<file path="src/rtl/icache_rd.sv">
// icache_rd: direct-mapped read-only instruction cache, 4-word blocks, zero-latency hits; `ICACHE_PERF_CNT_EN adds hit/miss counters.
module icache_rd #(
  parameter int NUM_BLOCKS = 8
) (
  input  logic         clk,
  input  logic         rst_n,
  input  logic         proc_read,
  input  logic         proc_write,
  input  logic [29:0]  proc_addr,
  input  logic [31:0]  proc_wdata,
  output logic [31:0]  proc_rdata,
  output logic         proc_stall,
  output logic         mem_read,
  output logic         mem_write,
  output logic [27:0]  mem_addr,
  input  logic [127:0] mem_rdata,
  input  logic         mem_ready
`ifdef ICACHE_PERF_CNT_EN
  ,
  output logic [31:0]  hit_cnt,
  output logic [31:0]  miss_cnt
`endif
);
  localparam int IDX_W = $clog2(NUM_BLOCKS);
  localparam int TAG_W = 28 - IDX_W;
  typedef enum logic {IDLE, ALLOC} state_t;
  state_t state, next_state;
  logic [NUM_BLOCKS-1:0] valid;
  logic [TAG_W-1:0] tags [NUM_BLOCKS];
  logic [127:0] lines [NUM_BLOCKS];
  logic [27:0] miss_addr;
  logic [IDX_W-1:0] idx, fill_idx;
  logic hit, fill, unused;
  assign idx = proc_addr[IDX_W+1:2];
  assign fill_idx = miss_addr[IDX_W-1:0];
  assign hit = proc_read && valid[idx] && tags[idx] == proc_addr[29:IDX_W+2];
  assign fill = state == ALLOC && mem_ready;
  assign proc_rdata = lines[idx][{proc_addr[1:0], 5'd0} +: 32];
  assign mem_read = state == ALLOC;
  assign mem_write = 1'b0;
  assign mem_addr = miss_addr;
  assign unused = ^{proc_write, proc_wdata};
  always_comb begin
    proc_stall = state == ALLOC || (proc_read && !hit);
    next_state = state == IDLE ? (proc_stall ? ALLOC : IDLE) : (mem_ready ? IDLE : ALLOC);
  end
  always_ff @(posedge clk or negedge rst_n) begin
    if (!rst_n) begin
      state     <= IDLE;
      valid     <= '0;
      miss_addr <= '0;
    end else begin
      state <= next_state;
      if (state == IDLE && proc_stall) miss_addr <= proc_addr[29:2];
      if (fill) valid[fill_idx] <= 1'b1;
    end
  end
  // line payload needs no reset: valid bits alone gate its use
  always_ff @(posedge clk) begin
    if (fill) begin
      lines[fill_idx] <= mem_rdata;
      tags[fill_idx]  <= miss_addr[27:IDX_W];
    end
  end
`ifdef ICACHE_PERF_CNT_EN
  always_ff @(posedge clk or negedge rst_n) begin
    if (!rst_n) begin
      hit_cnt  <= '0;
      miss_cnt <= '0;
    end else begin
      if (state == IDLE && hit) hit_cnt <= hit_cnt + 32'd1;
      if (state == IDLE && proc_stall) miss_cnt <= miss_cnt + 32'd1;
    end
  end
`endif
endmodule

</file>
<file path="config.mk">
export PLATFORM = sky130hd
export DESIGN_NAME = icache_rd
export DESIGN_NICKNAME = d
export VERILOG_FILES = /design/src/rtl/icache_rd.sv
export SDC_FILE = /design/constraint.sdc
export NUM_CORES = 1
export LEC_CHECK = 0
export BUFFER_PORTS_ARGS = -buffer_cell sky130_fd_sc_hd__buf_2
export CORE_MARGIN = 5
export CORE_UTILIZATION = 30
export CTS_BUF_LIST = sky130_fd_sc_hd__clkbuf_4
export DETAILED_ROUTE_END_ITERATION = 16
export PLACE_DENSITY = 0.41
export SYNTH_ARGS = -nofsm -noshare
export SYNTH_HDL_FRONTEND = slang
export SYNTH_SLANG_ARGS = --single-unit
</file>
<file path="constraint.sdc">
create_clock -name clk -period 20.7 [get_ports clk]
set_clock_uncertainty 0.1 [all_clocks]
set_input_delay 2.07 -clock clk [delete_from_list [all_inputs] [get_ports clk]]
set_output_delay 2.07 -clock clk [all_outputs]
set_load 0.02 [all_outputs]
</file>
==> run summary <==
M2 GR Usage: 24.11%
Syn-to-layout area delta: 16.81%
Critical path peak fanout: 78
Standby leakage power: 18.14 nW
Crit-path leading delay family: buffers and inverters
GPL Wtd Cong: 0.6757
First-pass GRT wire length: 175400 um
Net Count, Synth: 2079
Post-CTS setup buffers: 0
Hold_buf cts: 0
Core area: 158600 um2
Detailed Route WL: 120800 um
Drt first pass iters: 5
Final nets: 2604
Hold Path Class: register to register
Final setup viols: 0
Max stage delay cell, worst path: buf_4
Filler Cell Count: 14.83k
Die Area: 167900 um2
Async SR Flop Fraction: 2.934%
I/O Pins: 258
F_max: 123.3 MHz
M1 GR Usage: 18.14%
Hpwl dp: 62620 um
Mapped Area: 47930 um2
CTS H-tree lvls: 5
Status: finished clean
EDFF count, synth: 1224
Largest net degree at the start of global routing: 112
Register Area: 37680 um2
Starting DRT DRC Count: 1272
#FFs+latches synth: 1261
Synth area leader: edfxtp_1
Most common library cells after synthesis: edfxtp_1, mux4_2, mux2_2
Antenna-violating nets left: 0
Post-synth cell types: 30
Remaining DRCs: 0
CTS Buf Count: 360
Antenna violations before repair: 60
Share of cells above drive strength 1: 47.00%
Max cap viols: 0
Crit path launch type: input port
FF-to-FF Start: mem_read$_DFF_PN0_
CP cell instances: buf_8, buf_4, mux4_2, mux2i_1, xor2_1, nand4_1, nor4_2, nand3_1, a21o_1, buf_2
Gr usage total: 14.45%
Root buffer cell: clkbuf_4
CP Launch Point: proc_addr[2]
Clock sink total: 1261
Die Height: 409.7 um
Share of the synthesized area in the top cell type: 76.69%
Row count: 146
Clk_lat worst skew: 1.18 ns
Vias per cell: 4.718
Max stage delay on crit path: 0.90 ns
Worst-Margin Slew: 1.077 ns
RSZ-0062 raised after global routing: no
Setup slack at placement: 12.42 ns
Crit path arrival time: 5.94 ns
Pwr per Cell Area: 99.38 nW/um2
Relative slew margins: 28.21%
VDD IR max: 0.04814 mV
Yosys Warn Count: 0
Critical Path End Type: primary output
Max clock buf depth: 4
Port bufs: 223
Number of global-route vias before repair: 25.11k
Via count: 22.37k
Sequential share of the synthesized area: 78.62%
TritonCTS clock tree: built
Final setup TNS: 0 ns
Hold Violations, Final: 0
Die X: 409.7 um
Wire per inst: 25.47 um
Mean Syn Cell Area: 25.44 um2
PostCTS Resize Cnt: 0
Cell with the most instances after synthesis: edfxtp_1
WP data required: 18.53 ns
Congestion Overflow GR: 0
Total area of multi-input combinational cells: 9858 um2
Main flop type after synthesis: edfxtp_1
Final worst setup slack: 12.59 ns
Hold wc startpoint: valid[1]$_DFFE_PN0P_
Worst-path clk slew: 0.05 ns
Grt met3 use: 4.338%
Mapped Cells: 1884
Synth top area cells: edfxtp_1, mux4_2, dfrtp_1
Slew Viols, Final: 0
CP Class: input port to primary output
Final min period: 8.113 ns
Initial core utilization: 30.23%
Buf+Inv Stages, Crit Path: 3
Grt peak-use layer: met2
Period utilization: 39.19%
Util after Layout: 35.31%
cells in the final DEF, fill, tap and decap left out, types with 3 or more instances in the layout:
| cell | netlist | routed |
|---|---|---|
| xor2_1 | 21 | 21 |
| nand3_1 | 4 | 4 |
| buf_2 | 35 | 219 |
| clkinv_1 | 0 | 63 |
| diode_2 | 0 | 20 |
| nand4_1 | 5 | 5 |
| edfxtp_1 | 1224 | 1224 |
| inv_2 | 0 | 5 |
| dfrtp_1 | 37 | 37 |
| nor2_4 | 0 | 6 |
| mux2_2 | 51 | 51 |
| buf_12 | 0 | 8 |
| clkbuf_4 | 0 | 520 |
| clkinv_2 | 0 | 12 |
| mux2i_1 | 29 | 29 |
| or2_2 | 8 | 8 |
| buf_4 | 5 | 28 |
| nand2_1 | 3 | 3 |
| nand3b_1 | 3 | 3 |
| inv_1 | 3 | 3 |
| mux2_4 | 9 | 9 |
| mux4_2 | 370 | 370 |
path summary, 6_finish.rpt:
path	to	slack, ns	cells past startpoint
max reg2reg	lines[6][102]$_DFFE_PP_	16.33	5
max in group asynchronous	mem_addr[0]$_DFFE_PN0P_	19.19	2
min reg2reg	valid[1]$_DFFE_PN0P_	0.37	1
min	valid[1]$_DFFE_PN0P_	0.37	1
min in group asynchronous	mem_addr[25]$_DFFE_PN0P_	0.85	2
max	proc_stall	12.59	10
flip-flops by register name, indices dropped and copies added (netlist names):
name	flops
tags	200
valid	8
mem_addr	28
lines	1024
mem_read	1
per-layer routing:
metal	vias to the layer above	share of wire (%)
met1	11920	42
met2	625	50
met3	306	5.5
met4	24	2.3
li1	9492	-
met5	-	0.12
worst register-to-register path, delay by kind of cell, from the launching register on:
family	cells	cell delay [ns]
buf+inv	3	2.28
flops	1	0.64
simple gates	2	0.91
layout make-up:
cell class / count / area share (%)
clock inverter: 82 / 0.6705
sequential: 1261 / 67.31
timing repair buffer: 258 / 2.698
clock buffer: 520 / 6.973
antenna: 20 / 0.08940
tap: 2072 / 4.631
multi-input combinational: 525 / 17.61
inverter: 3 / 0.02011
per-stage QoR:
step	hold slack [ns]	power, mW	std cells	instance area (um2)
global placement	0.3456	3.463	4119	51650
finish	0.3690	5.563	4741	55980
detailed placement	0.3491	3.478	4119	51650
global route	0.3773	5.867	4730	55950
CTS	0.3701	5.696	4721	55930
floorplan	0.3337	3.299	1884	47930
logic make-up after synthesis:
kind of cell	count (synthesis)	synth area share [%]
and+or+nand+nor	36	0.4229
xor gates and xnor gates	23	0.4203
AOI/OAI and AO/OA	6	0.09398
buffers and inverters	98	0.9607
other	1	0.007824
muxes	459	19.47
DFF	1261	78.62
where the power goes:
| group | switching, mW | internal [mW] | total [mW] |
|---|---|---|---|
| Clock | 0.994 | 1.17 | 2.16 |
| Sequential | 0.0498 | 2.94 | 2.99 |
| Combinational | 0.250 | 0.167 | 0.416 |
| Total | 1.29 | 4.27 | 5.56 |
No activity file was read; power rests on OpenSTA's default activity.
